## src/rtl/mips32_pkg.sv

```systemverilog
// rtl/mips32_pkg.sv - shared opcode, register and state definitions for the MIPS32 issue guard
package mips32_pkg;

    localparam int REG_W = 5;

    // Filler slot: OR R20,R20,R20. R20 is reserved, so the write is harmless.
    localparam logic [31:0] MIPS32_NOP = 32'h0e94a000;

    localparam logic [5:0] OP_ADD   = 6'h00;
    localparam logic [5:0] OP_SUB   = 6'h01;
    localparam logic [5:0] OP_AND   = 6'h02;
    localparam logic [5:0] OP_OR    = 6'h03;
    localparam logic [5:0] OP_SLT   = 6'h04;
    localparam logic [5:0] OP_MUL   = 6'h05;
    localparam logic [5:0] OP_LW    = 6'h08;
    localparam logic [5:0] OP_SW    = 6'h09;
    localparam logic [5:0] OP_ADDI  = 6'h0a;
    localparam logic [5:0] OP_SUBI  = 6'h0b;
    localparam logic [5:0] OP_SLTI  = 6'h0c;
    localparam logic [5:0] OP_BNEQZ = 6'h0d;
    localparam logic [5:0] OP_BEQZ  = 6'h0e;
    localparam logic [5:0] OP_HLT   = 6'h3f;

    typedef enum logic [1:0] {
        ST_RUN   = 2'd0,
        ST_DRAIN = 2'd1,
        ST_HALT  = 2'd2
    } state_e;

    function automatic logic is_rtype(input logic [5:0] op);
        return op <= OP_MUL;
    endfunction

    function automatic logic is_branch(input logic [5:0] op);
        return (op == OP_BEQZ) || (op == OP_BNEQZ);
    endfunction

endpackage

```

## src/rtl/mips32_reg_use_decode.sv

```systemverilog
// rtl/mips32_reg_use_decode.sv - maps an instruction word to its destination and source registers
module mips32_reg_use_decode
    import mips32_pkg::*;
(
    input  logic [31:0]      instr_i,
    output logic [REG_W-1:0] dest_o,
    output logic             dest_valid_o,
    output logic [REG_W-1:0] src1_o,
    output logic             src1_valid_o,
    output logic [REG_W-1:0] src2_o,
    output logic             src2_valid_o
);

    logic [5:0]       op;
    logic [REG_W-1:0] rs;
    logic [REG_W-1:0] rt;
    logic [REG_W-1:0] rd;

    assign op = instr_i[31:26];
    assign rs = instr_i[25:21];
    assign rt = instr_i[20:16];
    assign rd = instr_i[15:11];

    // Register usage by opcode class; R0 is neither a real producer nor a real dependency.
    always_comb begin
        dest_o       = '0;
        dest_valid_o = 1'b0;
        src1_o       = rs;
        src1_valid_o = 1'b0;
        src2_o       = rt;
        src2_valid_o = 1'b0;
        if (is_rtype(op)) begin
            dest_o       = rd;
            dest_valid_o = 1'b1;
            src1_valid_o = 1'b1;
            src2_valid_o = 1'b1;
        end else begin
            case (op)
                OP_LW, OP_ADDI, OP_SUBI, OP_SLTI: begin
                    dest_o       = rt;
                    dest_valid_o = 1'b1;
                    src1_valid_o = 1'b1;
                end
                OP_SW: begin
                    src1_valid_o = 1'b1;
                    src2_valid_o = 1'b1;
                end
                OP_BNEQZ, OP_BEQZ: begin
                    src1_valid_o = 1'b1;
                end
                default: begin
                end
            endcase
        end
        if (dest_o == '0) dest_valid_o = 1'b0;
        if (src1_o == '0) src1_valid_o = 1'b0;
        if (src2_o == '0) src2_valid_o = 1'b0;
    end

endmodule

```

## src/rtl/mips32_hazard_guard.sv

```systemverilog
// rtl/mips32_hazard_guard.sv - RAW/halt issue interlock; MIPS32_BRANCH_BUBBLE_EN adds post-branch bubbles
module mips32_hazard_guard
    import mips32_pkg::*;
#(
    parameter int HAZ_DEPTH  = 2,
    parameter int BR_BUBBLES = 2
) (
    input  logic        clk1,
    input  logic        rst,
    input  logic        in_valid,
    input  logic [31:0] in_instr,
    output logic        in_ready,
    input  logic        out_ready,
    output logic        out_valid,
    output logic [31:0] out_instr,
    output logic        out_bubble,
    output logic        halted,
    output logic [15:0] bubble_count
);

    state_e           state_q, state_d;
    logic             out_valid_q, out_valid_d;
    logic [31:0]      out_instr_q, out_instr_d;
    logic             out_bubble_q, out_bubble_d;
    logic [15:0]      bubble_count_q, bubble_count_d;
    logic [REG_W-1:0] hist_dest_q [HAZ_DEPTH];
    logic [REG_W-1:0] hist_dest_d [HAZ_DEPTH];
    logic [HAZ_DEPTH-1:0] hist_vld_q, hist_vld_d;

    logic [REG_W-1:0] dec_dest, dec_src1, dec_src2;
    logic             dec_dest_valid, dec_src1_valid, dec_src2_valid;
    logic             hazard;
    logic             br_pending;
    logic             accept;

    mips32_reg_use_decode u_decode (
        .instr_i      (in_instr),
        .dest_o       (dec_dest),
        .dest_valid_o (dec_dest_valid),
        .src1_o       (dec_src1),
        .src1_valid_o (dec_src1_valid),
        .src2_o       (dec_src2),
        .src2_valid_o (dec_src2_valid)
    );

`ifdef MIPS32_BRANCH_BUBBLE_EN
    logic [7:0] br_cnt_q, br_cnt_d;
    assign br_pending = (br_cnt_q != 8'd0);

    // Post-branch bubble counter: loaded when a branch issues, drained one per bubble slot.
    always_ff @(posedge clk1) begin
        if (rst) begin
            br_cnt_q <= 8'd0;
        end else begin
            br_cnt_q <= br_cnt_d;
        end
    end
`else
    logic unused_br_cfg;
    assign br_pending    = 1'b0;
    assign unused_br_cfg = (BR_BUBBLES != 0);
`endif

    // RAW check of the presented instruction against the most recently issued slots.
    always_comb begin
        hazard = 1'b0;
        for (int i = 0; i < HAZ_DEPTH; i++) begin
            if (hist_vld_q[i] &&
                ((dec_src1_valid && (dec_src1 == hist_dest_q[i])) ||
                 (dec_src2_valid && (dec_src2 == hist_dest_q[i])))) begin
                hazard = 1'b1;
            end
        end
    end

    assign in_ready = !rst && out_ready && (state_q == ST_RUN) && !hazard && !br_pending;
    assign accept   = in_valid && in_ready;

    // Slot sequencing: issue or bubble in RUN, retire HLT in DRAIN, idle in HALT.
    always_comb begin
        state_d        = state_q;
        out_valid_d    = out_valid_q;
        out_instr_d    = out_instr_q;
        out_bubble_d   = out_bubble_q;
        bubble_count_d = bubble_count_q;
        hist_dest_d    = hist_dest_q;
        hist_vld_d     = hist_vld_q;
`ifdef MIPS32_BRANCH_BUBBLE_EN
        br_cnt_d       = br_cnt_q;
`endif
        if (out_ready) begin
            case (state_q)
                ST_RUN: begin
                    out_valid_d = 1'b1;
                    for (int i = HAZ_DEPTH - 1; i > 0; i--) begin
                        hist_dest_d[i] = hist_dest_q[i-1];
                        hist_vld_d[i]  = hist_vld_q[i-1];
                    end
                    if (accept) begin
                        out_instr_d    = in_instr;
                        out_bubble_d   = 1'b0;
                        hist_dest_d[0] = dec_dest;
                        hist_vld_d[0]  = dec_dest_valid;
                        if (in_instr[31:26] == OP_HLT) state_d = ST_DRAIN;
`ifdef MIPS32_BRANCH_BUBBLE_EN
                        if (is_branch(in_instr[31:26])) br_cnt_d = 8'(BR_BUBBLES);
`endif
                    end else begin
                        // Filler's R20 write is deliberately kept out of history.
                        out_instr_d    = MIPS32_NOP;
                        out_bubble_d   = 1'b1;
                        hist_dest_d[0] = '0;
                        hist_vld_d[0]  = 1'b0;
                        if (bubble_count_q != 16'hFFFF) bubble_count_d = bubble_count_q + 16'd1;
`ifdef MIPS32_BRANCH_BUBBLE_EN
                        if (br_cnt_q != 8'd0) br_cnt_d = br_cnt_q - 8'd1;
`endif
                    end
                end
                ST_DRAIN: begin
                    out_valid_d = 1'b0;
                    state_d     = ST_HALT;
                end
                default: begin
                end
            endcase
        end
    end

    // State, output slot and history registers.
    always_ff @(posedge clk1) begin
        if (rst) begin
            state_q        <= ST_RUN;
            out_valid_q    <= 1'b0;
            out_instr_q    <= MIPS32_NOP;
            out_bubble_q   <= 1'b0;
            bubble_count_q <= 16'd0;
            for (int i = 0; i < HAZ_DEPTH; i++) begin
                hist_dest_q[i] <= '0;
            end
            hist_vld_q     <= '0;
        end else begin
            state_q        <= state_d;
            out_valid_q    <= out_valid_d;
            out_instr_q    <= out_instr_d;
            out_bubble_q   <= out_bubble_d;
            bubble_count_q <= bubble_count_d;
            hist_dest_q    <= hist_dest_d;
            hist_vld_q     <= hist_vld_d;
        end
    end

    assign out_valid    = out_valid_q;
    assign out_instr    = out_instr_q;
    assign out_bubble   = out_bubble_q;
    assign halted       = (state_q == ST_HALT);
    assign bubble_count = bubble_count_q;

endmodule

```

## config.mk

```make
export PLATFORM = sky130hd
export DESIGN_NAME = mips32_hazard_guard
export DESIGN_NICKNAME = d
export VERILOG_FILES = /design/src/rtl/mips32_pkg.sv /design/src/rtl/mips32_reg_use_decode.sv /design/src/rtl/mips32_hazard_guard.sv
export SDC_FILE = /design/constraint.sdc
export NUM_CORES = 1
export LEC_CHECK = 0
export CORE_MARGIN = 2
export CORE_UTILIZATION = 50
export CTS_CLUSTER_SIZE = 24
export DETAILED_ROUTE_END_ITERATION = 6
export PLACE_DENSITY = 0.81
export SLEW_MARGIN = 15
export SYNTH_ARGS = -nofsm -noshare
export SYNTH_HDL_FRONTEND = slang
export SYNTH_SLANG_ARGS = --single-unit
```

## constraint.sdc

```tcl
create_clock -name clk1 -period 6.5 [get_ports clk1]
set_clock_uncertainty 0.2 [all_clocks]
set_input_delay 0.65 -clock clk1 [delete_from_list [all_inputs] [get_ports clk1]]
set_output_delay 0.65 -clock clk1 [all_outputs]
set_load 0.02 [all_outputs]
```

Word-level counts from Yosys, hierarchy flattened
Index checks and enable logic that the tools add are counted.
{"block": "word_totals", "ff_bits": 64, "inputBits": 36, "out_inout_bits": 52, "word_cells": 74}
{"block": "op_classes", "addsub": 1, "magnitude_cmp": 1, "eq_ne": 17, "n_mux": 21, "bitwise": 1, "n_reduce_logical": 25}
{"operator": "6-bit by 4-bit == test with 1-bit output (second input constant)", "count": 7}
{"operator": "32-bit 2-to-1 mux", "count": 1}
{"operator": "5-bit == test", "count": 4}
{"operator": "16-bit by 1-bit adder with 16-bit output (second input constant)", "count": 1}
{"operator": "16-bit inequality test (second input constant)", "count": 1}
{"operator": "5-bit logical NOT", "count": 3}
{"operator": "5-bit 2-to-1 mux", "count": 3}
{"operator": "1-bit 2-to-1 mux", "count": 13}
{"operator": "1-bit logical AND", "count": 10}
{"operator": "4-bit AND reduction", "count": 2}
{"operator": "7-bit OR reduction", "count": 1}
{"operator": "6-bit == test (second input constant)", "count": 1}
{"operator": "6-bit by 3-bit <= comparator with 1-bit output (second input constant)", "count": 1}
{"operator": "2-bit 2-to-1 mux", "count": 2}
{"operator": "2-bit one-hot mux with 2 select lines", "count": 1}
{"operator": "2-bit AND reduction", "count": 2}
{"operator": "4-bit OR reduction", "count": 1}
{"operator": "2-bit by 1-bit == test with 1-bit output (second input constant)", "count": 1}
{"operator": "2-bit == test (second input constant)", "count": 1}
{"operator": "1-bit logical NOT", "count": 2}
{"operator": "2-bit logical NOT", "count": 1}
{"operator": "1-bit logical OR", "count": 2}
{"operator": "2-bit by 1-bit inequality test with 1-bit output (second input constant)", "count": 1}
{"operator": "2-bit inequality test (second input constant)", "count": 1}
{"operator": "other kinds (3)", "count": 3}

Depth between registers and ports, before layout
Gate-level depths: netlist of the first run.
{"block": "depth", "ltp_word": 15, "depth_mapped": 9, "depth_no_buf": 7}

Cells and area by module
A second synthesis of the first run with hierarchy kept.
{"block": "hier_totals", "cells_unflattened": 307, "hier_area_um2": 2910.3}
{"mod": "mips32_hazard_guard", "n_inst": 1, "cells_per_inst": 273, "area_per_inst_um2": 2648.8, "seq_area_each_um2": 1281.2}
{"mod": "mips32_reg_use_decode", "n_inst": 1, "cells_per_inst": 34, "area_per_inst_um2": 261.5, "seq_area_each_um2": 0.0}

Least setup slack after synthesis of the first run
No wires, ideal clock.
{"block": "synth_path", "path_type": "input to register", "startpoint": "in in_instr[16]", "endpoint": "reg bubble_count_q[7] (netlist: bubble_count[7])", "setup_time_ns": 0.121, "arrival_time_ns": 2.589, "required_time_ns": 6.179, "slack_ns": 3.590, "path_stages": 7, "path_buffers": 1, "path_cell_list": "or4_1 -> o221a_1 -> a221oi_2 -> and2_4 -> buf_6 -> nor3_2 -> mux2_4"}
{"block": "synth_via", "elab_chain_len": 12, "word_cells_on_any_way": 17, "classes_between": "eq/ne (2); mux (3); bitwise (1); reduce/logical (11)"}
{"item": "from (decl)", "line": "mips32_hazard_guard.sv:11", "rtl": "input logic [31:0] in_instr,"}
{"item": "5-bit logical NOT", "line": "mips32_reg_use_decode.sv:57", "rtl": "if (src2_o == '0) src2_valid_o = 1'b0;"}
{"item": "1-bit 2-to-1 mux", "line": "mips32_reg_use_decode.sv:57"}
{"item": "1-bit logical AND", "line": "mips32_hazard_guard.sv:70", "rtl": "(dec_src2_valid && (dec_src2 == hist_dest_q[i])))) begin"}
{"item": "1-bit logical OR", "line": "mips32_hazard_guard.sv:69", "rtl": "((dec_src1_valid && (dec_src1 == hist_dest_q[i])) ||"}
{"item": "1-bit logical AND", "line": "mips32_hazard_guard.sv:68", "rtl": "if (hist_vld_q[i] &&"}
{"item": "1-bit 2-to-1 mux", "line": "mips32_hazard_guard.sv:68"}
{"item": "1-bit 2-to-1 mux (*)", "line": "mips32_hazard_guard.sv:68"}
{"item": "1-bit logical NOT (*)", "line": "mips32_hazard_guard.sv:76", "rtl": "assign in_ready = !rst && out_ready && (state_q == ST_RUN) && !hazard && !br_pending;"}
{"item": "1-bit logical AND (*)", "line": "mips32_hazard_guard.sv:76"}
{"item": "via in_ready", "line": "mips32_hazard_guard.sv:12", "rtl": "output logic in_ready,"}
{"item": "1-bit logical AND (*)", "line": "mips32_hazard_guard.sv:77", "rtl": "assign accept = in_valid && in_ready;"}
{"item": "1-bit NOT (no source line) (*)"}
{"item": "4-bit AND reduction (no source line) (*)"}
{"item": "to (signal assigned)", "line": "mips32_hazard_guard.sv:147", "rtl": "bubble_count_q <= bubble_count_d;"}
{"item": "to (decl)", "line": "mips32_hazard_guard.sv:25", "rtl": "logic [15:0] bubble_count_q, bubble_count_d;"}
Mark *: on every way through the listed nets, which the timed path passes. The rest lies on a longest branch.
A chain may end at the register's enable or synchronous reset.

Final worst setup path of the first run
{"block": "layout_path", "startpoint": "in in_instr[16]", "endpoint": "out in_ready"}
{"block": "layout_via", "elab_chain_len": 9, "word_cells_on_any_way": 14, "classes_between": "eq/ne (2); mux (3); reduce/logical (9)"}
{"item": "5-bit logical NOT", "line": "mips32_reg_use_decode.sv:57"}
{"item": "1-bit 2-to-1 mux", "line": "mips32_reg_use_decode.sv:57"}
{"item": "1-bit logical AND", "line": "mips32_hazard_guard.sv:70"}
{"item": "1-bit logical OR", "line": "mips32_hazard_guard.sv:69"}
{"item": "1-bit logical AND", "line": "mips32_hazard_guard.sv:68"}
{"item": "1-bit 2-to-1 mux", "line": "mips32_hazard_guard.sv:68"}
{"item": "1-bit 2-to-1 mux (*)", "line": "mips32_hazard_guard.sv:68"}
{"item": "1-bit logical NOT (*)", "line": "mips32_hazard_guard.sv:76"}
{"item": "1-bit logical AND (*)", "line": "mips32_hazard_guard.sv:76"}
{"item": "to (decl)", "line": "mips32_hazard_guard.sv:12"}
Every way passes the cells marked *; elsewhere a longest branch is shown, timed or not.

==> results of run 1 <==
==> layer usage <==
metal | global-route usage (%) | vias to the layer above
met1 | 30.3 | 1327
met2 | 40.3 | 75
met3 | 6.07 | 5
met4 | 7.63 | 0
met5 | 0 | -
li1 | - | 1411
==> flip-flops by register name, indices dropped and copies added (netlist names) <==
name          cells
hist_dest_q      10
bubble_count     16
state_q           2
out_valid         1
hist_vld_q        2
out_instr        32
out_bubble        1
==> cell type report <==
cell class                 instances  area (µm²)
clock buffer                      10         138
sequential                        64        1280
fill                             458        1570
multi-input combinational        268        1520
inverter                           1        3.75
timing repair buffer              89         881
tap                               72        90.1
clock inverter                     6        92.6
==> cell families after synthesis <==
kind of cell / Yosys count / share of synthesized area [%]
and+or+nand+nor: 164 / 26.3
muxes: 2 / 1.03
xor gates and xnor gates: 20 / 5.99
adders and majority gates: 1 / 0.427
buffers and inverters: 21 / 4.36
AOI/OAI and AO/OA: 81 / 18.1
DFF: 64 / 43.8
==> critical path: cells and delay by family <==
kind	cells	cell delay, ps
compound gates	2	650
buf+inv	2	1210
simple gates	1	560
==> stage by stage <==
stage | total power, mW | hold WS, ps | worst slack, ps | std cells | utilization, %
2_1_floorplan | 0.468 | 242 | 3590 | 353 | -
3_3_place_gp | 0.517 | 239 | 2630 | 494 | 67.7
3_5_place_dp | 0.519 | 245 | 2610 | 494 | 67.7
4_1_cts | 0.904 | 256 | 2590 | 510 | 71.8
5_1_grt | 0.933 | 280 | 2480 | 510 | 71.8
6_report | 0.899 | 255 | 2560 | 510 | 71.8
==> power by group <==
part           switching, mW  internal (mW)
clock                  0.161          0.228
combinational         0.0547         0.0489
sequential           0.00573          0.401
==> path summary, 6_finish.rpt <==
path / end / slack (ps) / cells past startpoint
worst max-delay path: in_ready / 2560 / 5
worst min-delay path: out_valid / 260 / 2
worst max register to register: bubble_count[8] / 3920 / 6
worst min register to register: out_valid / 260 / 2
==> cell usage in the layout (no fill, tap or decap), types with 2 or more instances in the layout <==
cell	count
a21oi_1	37
a22o_1	5
a22oi_1	12
a311oi_1	2
and3_1	6
buf_4	2
bufinv_16	2
clkbuf_8	10
clkdlybuf4s50_1	86
clkinv_4	2
clkinvlp_4	2
dfxtp_1	64
mux2_4	2
nand2_1	76
nand2b_1	2
nand3_1	15
nand4_1	10
nor2_1	25
nor2b_1	6
nor3_1	3
o21ai_0	6
o21ai_2	4
o22ai_1	2
o31ai_1	2
or3_1	7
or4_1	7
xnor2_1	20
==> results by stage, run 1 <==
Synthesis:
- The count of flip-flops with a built-in enable after synthesis is 0.
- Sequential cells were found to cover 43.8% of the synthesized design area.
- Each instance of the synthesized netlist takes up on average 8.29 µm².
- The number of flip-flops and latches in the synthesized netlist is 64.
- The area fraction of the dominant cell type after synthesis is 43.8%.
- The netlist uses 44 different library cells.
- The synthesized netlist net count is 390.
- Ranked by instance count, the synthesized netlist is headed by nand2_1 (76), dfxtp_1 (64), a21oi_1 (37).
- Synthesis produced 353 cells.
- In this run the cell area of the synthesized design comes to 2930 µm².
- In the synthesized netlist the dominant register cell turns out to be dfxtp_1.
- The async set-reset flop share out of synthesis is 0%.
- Sorting the synthesized cells by area gives the leading types as dfxtp_1 (44%), nand2_1 (9.7%), a21oi_1 (6.3%).
- Summed over all instances, the cell type with the most area after synthesis is dfxtp_1.
- The cell with the most instances after synthesis is nand2_1.
- The number of warning messages in the yosys log is 0.

Detailed routing:
- The vias after detailed routing is 2818.
- The total wirelength of the detailed-routed design is 7.45 mm.
- The highest layer touched by signal routing is met4.
- The number of iterations in the first detailed-routing pass is 4.
- The routed length on met3 is 406 µm.
- The met2 wirelength from detailed routing is 3.77 mm.
- The iteration-0 DRC count of the detailed router is 137.
- After detailed routing, the number of remaining DRC violations is 0.
- The remaining antenna violation count is 0.
- After detailed routing, the average wire length per cell comes to 14.6 µm.
- The met1 layer wirelength in the final routing is 3.24 mm.
- The number of vias per cell is 5.53.

Critical path:
- The most critical setup path has its startpoint at in_instr[16].
- The worst setup path is of the in -> out kind.
- The worst setup path is captured at an output pin.
- The largest individual stage delay along the critical path comes from the cell clkdlybuf4s50_1.
- The startpoint identified for the worst register-to-register timing path is state_q[1].
- In this run the worst path has a maximum fanout of 5.
- The largest stage delay on the critical path is 680 ps.
- The worst endpoint data arrival time is 3090 ps.
- The critical path startpoint category is a primary input.
- At the worst endpoint, the required time is 5650 ps.
- Traced cell by cell, the critical path runs through clkdlybuf4s50_1 > or4_1 > o221a_1 > a221oi_2 > clkdlybuf4s50_1.
- The most numerous cell type found on the critical path is clkdlybuf4s50_1.

Clock tree:
- The clock tree root buffer cell is clkbuf_8.
- The insertion delay of the later-clocked pin in the worst-skew pair is 340 ps.
- In this run, CTS created clock tree buffers numbering 9.
- TritonCTS built the clock tree.
- In this run the deepest clock path goes through 2 buffers.
- Post-CTS repair changed the size of 0 cells.
- The deepest level of the CTS H-tree is 3.
- The number of setup buffers added after CTS is 0.
- The clock transition at the registers of the reported paths is 70 ps.
- The number of buffers inserted by hold repair at cts is 0.
- The clock sink total is 64.

STA:
- The number of failing hold endpoints at the final stage is 0.
- Adding up every negative setup slack in the final design gives 0 ps.
- For the finished layout, the period the worst path requires is 3940 ps.
- The final max-slew violation count is 0.
- Setup repair after global routing left no endpoint under its margin.
- The final clock period utilization by the worst path is 60.6%.
- Setup violations remaining at the end of the flow were counted as 0.
- At the pin with the least slew margin, the transition time is 920 ps.
- The relative max-transition margin is 38.7%.
- The achievable clock frequency is 254 MHz.

GRT:
- Summed over all layers, the global routing overflow is 0.
- The all-layer global routing usage is 24.1%.
- The number of antenna violations at the first check in global routing is 0.
- The number of global-route vias before repair is 2685.
- Entering global routing, the biggest net connects 64 pins.
- The first global-routing pass estimated 12.2 mm of wire.

Placed design:
- The total cell area at the placement stage is 3770 µm².
- The HPWL after detailed placement is 5.04 mm.
- The quantity of I/O buffers inserted on ports is 87.
- The routability-driven placement congestion ratio is 0.957.

Floorplanning:
- The placeable core region is 5570 µm².
- The starting density of the core is 52.5%.
- In this run the horizontal extent of the chip is 80.5 µm.
- The floorplan has 27 rows.
- The boundary pin count is 88.
- The die area is 6480 µm².
- The height of the chip is 80.5 µm.

Outcome:
- The flow ran to the end, and the final reports show no timing, DRC or antenna violations.

Final layout:
- From synthesis to final layout, the design area changed by 36.8%.
- The repair_antennas step left the layout with diodes totalling 0.
- The fraction of final layout cells with drive strength greater than 1 is 7.08%.
- The final-stage net count is 470.
- With fillers left out, the area of the finished cells amounts to 4000 µm².

Pwr:
- The leakage power summed over all cells is 1.38 nW.
- In this run the power density over the cells is 224 nW/µm².
- The highest ir drop seen on vdd is 127 µV.

Worst hold path:
- The path class of the lowest-slack min-delay path is reg -> reg.
- The beginning of the worst hold path is out_valid.

Run:
- Across the run, the number of max-cap violations was 0.
Note: power is estimated with default switching activity, not from simulation.
==> run 2, diff against run 1 <==
CORE_UTILIZATION = 42   (was 50)
PLACE_DENSITY = 0.73   (was 0.81)
clock period = 3.3 ns   (was 6.5 ns; I/O delays follow)
==> results by stage, run 2 (synthesized netlist as in run 1, its figures left out) <==
Run:
- The reported max-cap violation count is 0 (unchanged).

Final layout:
- The fraction of final layout cells with drive strength greater than 1 is 9.76% (+2.7 points).
- The number of diodes is 0 (unchanged).
- The final-stage net count is 483 (+2.8%).
- Leaving out fill and tap cells, the most frequent cells in the layout are clkdlybuf4s50_1 (86), nand2_1 (76), dfxtp_1 (64), a21oi_1 (37), nor2_1 (25).
- The library cell used most frequently in the layout, excluding fill and tap cells, is clkdlybuf4s50_1.
- The number of flip-flops in the largest register was 32 (unchanged).
- The layout overhead on the synthesized area is 41.7%.

Clock tree:
- The cell sitting at the root of the clock tree is a clkbuf_8.
- The number of buffers inserted during clock tree synthesis came to 9 (unchanged).
- The clock transition at the registers of the reported paths was 80 ps (about the same).
- TritonCTS built the clock tree.
- The insertion delay of the later-clocked pin in the worst-skew pair is 340 ps (about the same).
- The number of gates resized after cts is 0 (unchanged).
- The clock sink total is 64 (unchanged).
- The number of buffers inserted by hold repair at cts is 0 (unchanged).
- The buffer levels on the longest clock path is 2 (unchanged).
- The deepest level of the CTS H-tree was 3 (unchanged).
- The number of setup buffers added after CTS was 0 (unchanged).

Placed design:
- The worst slack at placement came to 119 ps (-2490 ps).
- The HPWL after detailed placement was 5.47 mm (+8.6%).
- The quantity of I/O buffers inserted on ports came to 87 (unchanged).
- The routability-driven placement congestion ratio is 0.928 (-3.0%).

Critical path:
- The start point of the critical path is in_instr[16].
- The critical path's slowest cell is clkdlybuf4s50_1.
- The worst register-to-register path ends at bubble_count[0].
- The slack of the worst reg-to-reg path is 940 ps (-2980 ps).
- The highest fanout seen on the critical path is 3 (-2).
- The critical path buffer and inverter count is 2 (unchanged).
- The worst setup path is captured at an output pin.
- The critical setup path kind is in -> out.
- The source of the worst register-to-register timing path is bubble_count[4].
- The worst endpoint data arrival time was 2710 ps (-380 ps).
- The cell family contributing the most delay on the critical path is buffers and inverters.
- The largest stage delay on the critical path was 690 ps (about the same).
- Among the stages of the critical path, the cell type that occurs most often is clkdlybuf4s50_1.
- The path depth of the worst reg2reg path is 7 (+1).
- STA classifies the critical path startpoint as a primary input.
- Walking the worst path, the cells encountered are clkdlybuf4s50_1 > or4_1 > o221a_1 > a221oi_2 > clkdlybuf4s50_1.
- The required time of the worst setup path is 2770 ps (-2880 ps).

Worst hold path:
- The end point of the most critical hold path is out_instr[16].
- The worst hold path cell count came to 2 (unchanged).
- The beginning of the worst hold path is out_instr[16].
- The worst hold path belongs to the class reg -> reg.

STA:
- The total negative setup slack is 0 ps (unchanged).
- The final max-slew violation count is 0 (unchanged).
- The relative max-transition margin is 57.3% (+19 points).
- Setup repair after global routing left no endpoint under its margin.
- The number of failing hold endpoints at the final stage came to 0 (unchanged).
- The final worst setup slack is 59.1 ps (-2500 ps).
- The actual slew at the worst max-slew pin is 641 ps (-279 ps).
- For the finished layout, the period the worst path requires is 3240 ps.
- The final-report setup violation count is 0 (unchanged).
- The achievable clock frequency is 309 MHz.
- The final clock period utilization by the worst path is 98.2%.

Detailed routing:
- The vias after detailed routing is 2928 (+3.9%).
- The total wirelength of the detailed-routed design came to 7.94 mm (+6.5%).
- The number of iterations in the first detailed-routing pass is 5 (+1).
- The iteration-0 DRC count of the detailed router came to 168 (+23%).
- The remaining antenna violation count is 0 (unchanged).
- The number of vias per cell was 5.51 (-0.21%).
- The routed length per placed instance is 14.9 µm (+2.3%).
- The DRC violations left is 0 (unchanged).

Outcome:
- The flow ran to the end, and the final reports show no timing, DRC or antenna violations.

GRT:
- The largest net degree at the start of global routing is 63 (-1.6%).
- The residual overflow from global routing came to 0 (unchanged).
- The number of antenna violations at the first check in global routing came to 0 (unchanged).
- The number of global-route vias before repair is 2787 (+3.8%).
- The all-layer global routing usage is 21.6% (-2.4 points).
- The wire length of the first global-routing pass came to 13.1 mm (+7.2%).

Floorplanning:
- The boundary pin count is 88 (unchanged).
- The die area is 7650 µm² (+18%).
- The count of standard-cell rows was 30 (+11%).
- The starting density of the core is 43.3% (-9.2 points).
- The chip width is 87.5 µm (+8.7%).
- The height of the chip is 87.5 µm (+8.7%).
- The placeable core region is 6760 µm² (+21%).

Pwr:
- The ratio of total power to cell area is 452 nW/µm² (+100%).
- The highest ir drop seen on vdd came to 252 µV (+98%).
- The leakage power summed over all cells is 1.46 nW (+6.1%).
[run 2: tightest hold or removal path, cell delays in order, from the launching register on]
cell and delay (ps):
dfxtp_1 310, nand2_1 50, a21oi_1 50
[run 2: final cells by class]
type | instances | area, µm²
clock buffer | 11 | 151
fill | 608 | 2610
clock inverter | 5 | 103
timing repair buffer | 102 | 991
multi-input combinational | 268 | 1520
inverter | 1 | 3.75
sequential | 64 | 1280
tap | 80 | 100
[run 2: report_power, final]
| part | internal (mW) | switching [mW] |
|---|---|---|
| clock network | 0.542 | 0.313 |
| logic | 0.107 | 0.112 |
| registers | 0.789 | 0.0110 |
| total | 1.44 | 0.436 |
[run 2: worst max path at each step]
stage	slack, ps	endpoint	depth (start not counted)
floorplan	710	bubble_count[7]	7
global placement	110	in_ready	5
detailed placement	120	in_ready	5
CTS	100	in_ready	5
global route	1	in_ready	5
finish	60	in_ready	5
[run 2: stage by stage]
step	power [mW]	cells	cell area (µm²)	hold WS (ps)	util, %
after detailed placement	1.04	515	3890	244	57.6
after CTS	1.88	531	4150	255	61.4
after global routing	1.94	531	4150	281	61.4
after floorplan	0.922	353	2930	242	-
after global placement	1.03	515	3890	240	57.6
final	1.87	531	4150	252	61.4
[run 2: metal layers]
layer	GRT usage, %	routed length, µm
met5	0	0
met4	10.2	155
met3	4.83	445
met2	34.2	3830
met1	28.0	3500
